**src/rtl/pico_io_pkg.sv**
```systemverilog
`default_nettype none
// ============================================================================
// Module   : pico_io_pkg
// Brief    : Shared state encoding, switch-bank bit positions and helpers
//            for the picoMIPS board I/O host driver.
// Revision : 1.0 - initial release
// ============================================================================
package pico_io_pkg;

    typedef enum logic [2:0] {
        ST_RST_CPU = 3'd0,
        ST_WAIT_OP = 3'd1,
        ST_SETUP   = 3'd2,
        ST_STROBE  = 3'd3,
        ST_GAP     = 3'd4,
        ST_SETTLE  = 3'd5,
        ST_CAPTURE = 3'd6
    } host_state_t;

    localparam int SW_RST_BIT   = 9;
    localparam int SW_BFLAG_BIT = 8;
    localparam int SW_DATA_W    = 8;

    function automatic int max4(input int a, input int b, input int c, input int d);
        int m;
        m = a;
        if (b > m) m = b;
        if (c > m) m = c;
        if (d > m) m = d;
        return m;
    endfunction

endpackage
`default_nettype wire

```
**src/rtl/pico_io_timer.sv**
```systemverilog
`default_nettype none
// ============================================================================
// Module   : pico_io_timer
// Brief    : Loadable down-counter that saturates at zero; one instance times
//            every fixed-length state of the host sequencer.
// Revision : 1.0 - initial release
// ============================================================================
module pico_io_timer #(
    parameter int               WIDTH = 4,
    parameter logic [WIDTH-1:0] INIT  = '0
) (
    input  logic             clk,
    input  logic             reset,
    input  logic             load,
    input  logic [WIDTH-1:0] value,
    output logic             zero
);

    logic [WIDTH-1:0] r_count;

    always_ff @(posedge clk) begin
        if (reset) begin
            r_count <= INIT;
        end else if (load) begin
            r_count <= value;
        end else if (r_count != '0) begin
            r_count <= r_count - WIDTH'(1);
        end
    end

    assign zero = (r_count == '0);

endmodule
`default_nettype wire

```
**src/rtl/pico_io_host.sv**
```systemverilog
`default_nettype none
// ============================================================================
// Module   : pico_io_host
// Brief    : Plays the operator at the picoMIPS switches: feeds operand bytes
//            with a Bflag handshake, then captures the LED result.
// Revision : 1.0 - initial release
// ============================================================================
module pico_io_host
    import pico_io_pkg::*;
#(
    parameter int N_OPS      = 2,
    parameter int RST_CYCLES = 2,
    parameter int HOLD       = 4,
    parameter int GAP        = 4,
    parameter int SETTLE     = 16
) (
    input  logic                 clk,
    input  logic                 reset,
    input  logic [SW_DATA_W-1:0] op_data,
    input  logic                 op_valid,
    output logic                 op_ready,
    output logic [SW_DATA_W-1:0] res_data,
    output logic                 res_valid,
    output logic                 busy,
    output logic [9:0]           sw,
    input  logic [SW_DATA_W-1:0] led
);

    localparam int c_max_dur = max4(RST_CYCLES, HOLD, GAP, SETTLE);
    localparam int c_tmr_w   = (c_max_dur > 1) ? $clog2(c_max_dur) : 1;
    localparam int c_cnt_w   = $clog2(N_OPS + 1);

    localparam logic [c_tmr_w-1:0] c_ld_rst    = c_tmr_w'(RST_CYCLES - 1);
    localparam logic [c_tmr_w-1:0] c_ld_hold   = c_tmr_w'(HOLD - 1);
    localparam logic [c_tmr_w-1:0] c_ld_gap    = c_tmr_w'(GAP - 1);
    localparam logic [c_tmr_w-1:0] c_ld_settle = c_tmr_w'(SETTLE - 1);
    localparam logic [c_cnt_w-1:0] c_n_ops     = c_cnt_w'(N_OPS);

    if (N_OPS < 1 || RST_CYCLES < 1 || HOLD < 1 || GAP < 1 || SETTLE < 1) begin : g_param_check
        $error("pico_io_host: N_OPS, RST_CYCLES, HOLD, GAP and SETTLE must all be >= 1");
    end

    host_state_t            r_state;
    host_state_t            w_state_nxt;
    logic [c_cnt_w-1:0]     r_op_cnt;
    logic [c_cnt_w-1:0]     w_cnt_inc;
    logic [SW_DATA_W-1:0]   r_data;
    logic [SW_DATA_W-1:0]   r_res;
    logic                   w_accept;
    logic                   w_tmr_load;
    logic [c_tmr_w-1:0]     w_tmr_value;
    logic                   w_tmr_zero;

    // The reset preload makes RST_CPU last exactly RST_CYCLES after release.
    pico_io_timer #(
        .WIDTH (c_tmr_w),
        .INIT  (c_ld_rst)
    ) u_timer (
        .clk   (clk),
        .reset (reset),
        .load  (w_tmr_load),
        .value (w_tmr_value),
        .zero  (w_tmr_zero)
    );

    assign w_accept  = (r_state == ST_WAIT_OP) && op_valid;
    assign w_cnt_inc = r_op_cnt + c_cnt_w'(1);

    always_ff @(posedge clk) begin
        if (reset) begin
            r_state  <= ST_RST_CPU;
            r_op_cnt <= '0;
            r_data   <= '0;
            r_res    <= '0;
        end else begin
            r_state <= w_state_nxt;
            if (w_accept) begin
                r_data <= op_data;
            end
            if (r_state == ST_RST_CPU || r_state == ST_CAPTURE) begin
                r_op_cnt <= '0;
            end else if (r_state == ST_GAP && w_tmr_zero) begin
                r_op_cnt <= w_cnt_inc;
            end
            // Sampled on the edge entering CAPTURE so res_data is already
            // valid during the res_valid cycle.
            if (r_state == ST_SETTLE && w_tmr_zero) begin
                r_res <= led;
            end
        end
    end

    always_comb begin
        w_state_nxt = r_state;
        w_tmr_load  = 1'b0;
        w_tmr_value = '0;
        case (r_state)
            ST_RST_CPU: begin
                if (w_tmr_zero) begin
                    w_state_nxt = ST_WAIT_OP;
                end
            end
            ST_WAIT_OP: begin
                if (op_valid) begin
                    w_state_nxt = ST_SETUP;
                end
            end
            ST_SETUP: begin
                w_state_nxt = ST_STROBE;
                w_tmr_load  = 1'b1;
                w_tmr_value = c_ld_hold;
            end
            ST_STROBE: begin
                if (w_tmr_zero) begin
                    w_state_nxt = ST_GAP;
                    w_tmr_load  = 1'b1;
                    w_tmr_value = c_ld_gap;
                end
            end
            ST_GAP: begin
                if (w_tmr_zero) begin
                    if (w_cnt_inc == c_n_ops) begin
                        w_state_nxt = ST_SETTLE;
                        w_tmr_load  = 1'b1;
                        w_tmr_value = c_ld_settle;
                    end else begin
                        w_state_nxt = ST_WAIT_OP;
                    end
                end
            end
            ST_SETTLE: begin
                if (w_tmr_zero) begin
                    w_state_nxt = ST_CAPTURE;
                end
            end
            ST_CAPTURE: begin
                w_state_nxt = ST_WAIT_OP;
            end
            default: begin
                w_state_nxt = ST_RST_CPU;
            end
        endcase
    end

    always_comb begin
        sw                   = '0;
        sw[SW_DATA_W-1:0]    = r_data;
        sw[SW_BFLAG_BIT]     = (r_state == ST_STROBE);
        sw[SW_RST_BIT]       = (r_state == ST_RST_CPU);
    end

    assign op_ready  = (r_state == ST_WAIT_OP);
    assign res_valid = (r_state == ST_CAPTURE);
    assign res_data  = r_res;
    assign busy      = !((r_state == ST_WAIT_OP) && (r_op_cnt == '0));

endmodule
`default_nettype wire
```
**config.mk**
```make
export PLATFORM = sky130hd
export DESIGN_NAME = pico_io_host
export DESIGN_NICKNAME = d
export VERILOG_FILES = /design/src/rtl/pico_io_pkg.sv /design/src/rtl/pico_io_timer.sv /design/src/rtl/pico_io_host.sv
export SDC_FILE = /design/constraint.sdc
export NUM_CORES = 1
export LEC_CHECK = 0
export CAP_MARGIN = 20
export CORE_MARGIN = 2
export CORE_UTILIZATION = 50
export CTS_CLUSTER_SIZE = 28
export DETAILED_ROUTE_END_ITERATION = 7
export DONT_BUFFER_PORTS = 1
export GPL_TIMING_DRIVEN = 0
export SLEW_MARGIN = 30
export SYNTH_ARGS = -nofsm -noshare
export SYNTH_HDL_FRONTEND = slang
export SYNTH_SLANG_ARGS = --single-unit
export TNS_END_PERCENT = 1
```
**constraint.sdc**
```tcl
create_clock -name clk -period 1.8 [get_ports clk]
set_input_delay 0.36 -clock clk [delete_from_list [all_inputs] [get_ports clk]]
set_output_delay 0.36 -clock clk [all_outputs]
set_load 0.03 [all_outputs]
```
==> run metrics <==
met3 capacity usage during global routing=0.0389; proportion of register bits with asynchronous set or reset after synthesis=0; terminus of the critical flop-to-flop path=u_timer.r_count[1]; Final Slew Violations=0; clock insertion delay at the later pin of the skew report=310 ps; # Max-Cap Violations=0; count of hold-fix buffers inserted at cts=0; slack of the worst reg-to-reg path=~130 ps; number of setup violations in the final report=2; aggregate global routing overflow=0; failing checks=setup timing; Synthesized Nets=157; CTS clk-pin slew, worst paths=around 130 ps; hold path depth=1; Worst Setup Slack, final=-100 ps; # IOs=40; leading cell type in the layout, fill and taps excluded=dfxtp_1; total clock buffers created by CTS=3; min cycle time layout=1900 ps; TritonCTS clock tree=built; area of the mapped netlist=1250 µm²; power consumption=0.00184 W; Max-slew headroom=0.645; endpoint kind of the worst setup timing path=output pin; Top FF cell, synth=dfxtp_1; GR Util met1=0.235; count of final hold-check violations=0; final routed wire length divided by cell count=15.0 µm; average size of a mapped cell=roughly 9.3 µm²; DR pass1 iterations=4; Max Clk Rate=526 MHz; highest net fanout along the worst path=5; total number of nets in the final design=166; EDFF count, synth=0; gr busiest metal=met2; antenna violations before repair=0; share of cells above drive strength 1=0.224; largest cells by area after synthesis=dfxtp_1 40%, mux2i_1 7.2%, o21ai_0 5.2%; number of buffers added on ports=0; beginning of the worst register-to-register path=u_timer.r_count[0]; synthesized instance count=around 140; classification of the worst-slack hold path=input port to flop; filler cell count=235; data required time at the worst endpoint=1440 ps; total core area=2430 µm²; crit path kind=flop to output pin; number of placed instances with taps included=165; leading area contributor after synthesis=dfxtp_1; H-tree Lvls=1; Initial Util=0.515; wire length of the first global-routing pass=4040 µm; count of state elements after synthesis=25; Static Leak=0.475 nW; estimated wirelength of the detail-placed design=between 1500 and 2000 µm; GPL Wtd Cong=0.775; met2 Track Usage GR=0.327; Die ar.=about 3000 µm²; via count of the first global-routing pass=923; per-cell via count in the routed design=5.77; signal arrival time at the worst endpoint=between 1500 and 2000 ps; GRT Overall Usage=0.190; RSZ-0062 raised after global routing=yes; origin of the worst min-delay path=reset; worst hold margin=102 ps; maximum number of pins on one net before global-route repair=14; worst IR drop on VDD=0.716 mV; Synth top area share=0.400; number of buffers between clock root and the deepest sink=2; yosys warns=0; Row Count=18; number of violations reported at the end of detailed-routing iteration 0=14; slew at the pin closest to its max-slew limit=530 ps; Seq. cell area=roughly 500 µm²; antenna diode count=0; non-filler cells in the finished layout=173; wire length after detailed routing=2600 µm; number of distinct library cells after synthesis=39; startpoint class of the critical path=flop; vias=998; multi-input combinational cell area=693 µm²; post-synthesis to final-layout area growth=11.8%; power density of the placed cells=1310 nW/µm²; sequential fraction of the synthesis area=0.400; hold-critical path endpoint=r_op_cnt[1]; outcome=complete, but fails checks; period utilization=1.06; antenna violation net count after detailed routing=0; commonest non-fill, non-tap cells in the layout=24 x dfxtp_1, 13 x o21ai_0, 11 x nor2_1; total clock sinks=25; Die Span X=54.1 µm; die height=approximately 54 µm; Worst R2R Path Depth=5; remaining design rule violation count=0; worst setup skew after layout=about 1.5 ps; cell at the root of the clock tree=clkbuf_4
## cell type report
cell class	instances	area share
repair buffers	4	0.0214
flip-flops and latches	25	0.360
inverters	6	0.0188
clock buffers	4	0.0188
well taps	30	0.0268
plain buffers	11	0.0590
multi-input cells	93	0.495
## logic make-up after synthesis
| family | after synthesis | synth area share |
|---|---|---|
| compound gates | 32 | 0.156 |
| fa+ha+maj | 3 | 0.0300 |
| flops | 25 | 0.400 |
| xor+xnor | 2 | 0.0140 |
| mux | 10 | 0.0809 |
| buf+inv | 17 | 0.0779 |
| simple gates | 46 | 0.242 |
## metrics by stage
step	utilization	instance area (µm²)	setup WS, ps	setup TNS, ps
2_1_floorplan	-	1260	41.3	0
3_3_place_gp	0.535	1300	-76.8	-76.8
3_5_place_dp	0.535	1300	-78.7	-78.7
4_1_cts	0.551	1340	-211	-361
5_1_grt	0.576	1400	-161	-263
6_report	0.576	1400	-100	-101
## report_power, final
group	leakage, nW	switching (W)	internal [W]	total (W)
logic	0.257	0.000457	0.000409	0.000867
clock network	0.0150	0.000162	0.0000865	0.000249
registers	0.203	0.0000911	0.000630	0.000721
total	0.475	0.000711	0.00113	0.00184
## worst max path at each step
stage | startpoint | to | depth (start not counted)
floorplan | r_state[0] | sw[8] | 3
global placement | r_state[0] | sw[8] | 3
detailed placement | r_state[0] | sw[8] | 3
CTS | r_state[0] | busy | 4
global route | r_state[0] | busy | 4
finish | r_state[0] | busy | 4
## worst max-delay path, cell delays in order (launching register included)
cell and delay [ps]:
dfxtp_4 410, buf_8 120, clkinvlp_4 110, nor3_4 440, nand2_4 150
## flip-flops by register name, summed over array words and instances, names as in the netlist
register         flops
res_data             8
u_timer.r_count      4
r_state              3
r_op_cnt             2
r_data               8
## synth_stat cells, types with 3 or more instances
| cell | instances |
|---|---|
| buf_2 | 3 |
| buf_6 | 3 |
| and4bb_2 | 3 |
| mux2i_1 | 9 |
| clkbuf_1 | 3 |
| nor2b_1 | 4 |
| dfxtp_1 | 25 |
| nand3_1 | 9 |
| ha_1 | 3 |
| nor2_1 | 11 |
| nor3_1 | 4 |
| o21ai_0 | 13 |
| inv_1 | 6 |
| a21oi_1 | 10 |
## layer usage
metal  wire length (µm)  share of wire  vias to the layer above
met4                 15         0.0058                        0
met5                  0              0                        -
li1                   -              -                      497
met1               1170           0.45                      481
met2               1300           0.50                       18
met3                114          0.044                        2
## repair_timing
item,in CTS,in global routing
endpoints found under the hold margin,0,0
setup endpoints to repair,5,6
pin swaps,1,2
resized for setup,4,8
buffers inserted,0,4
(Power assumes the default switching activity.)
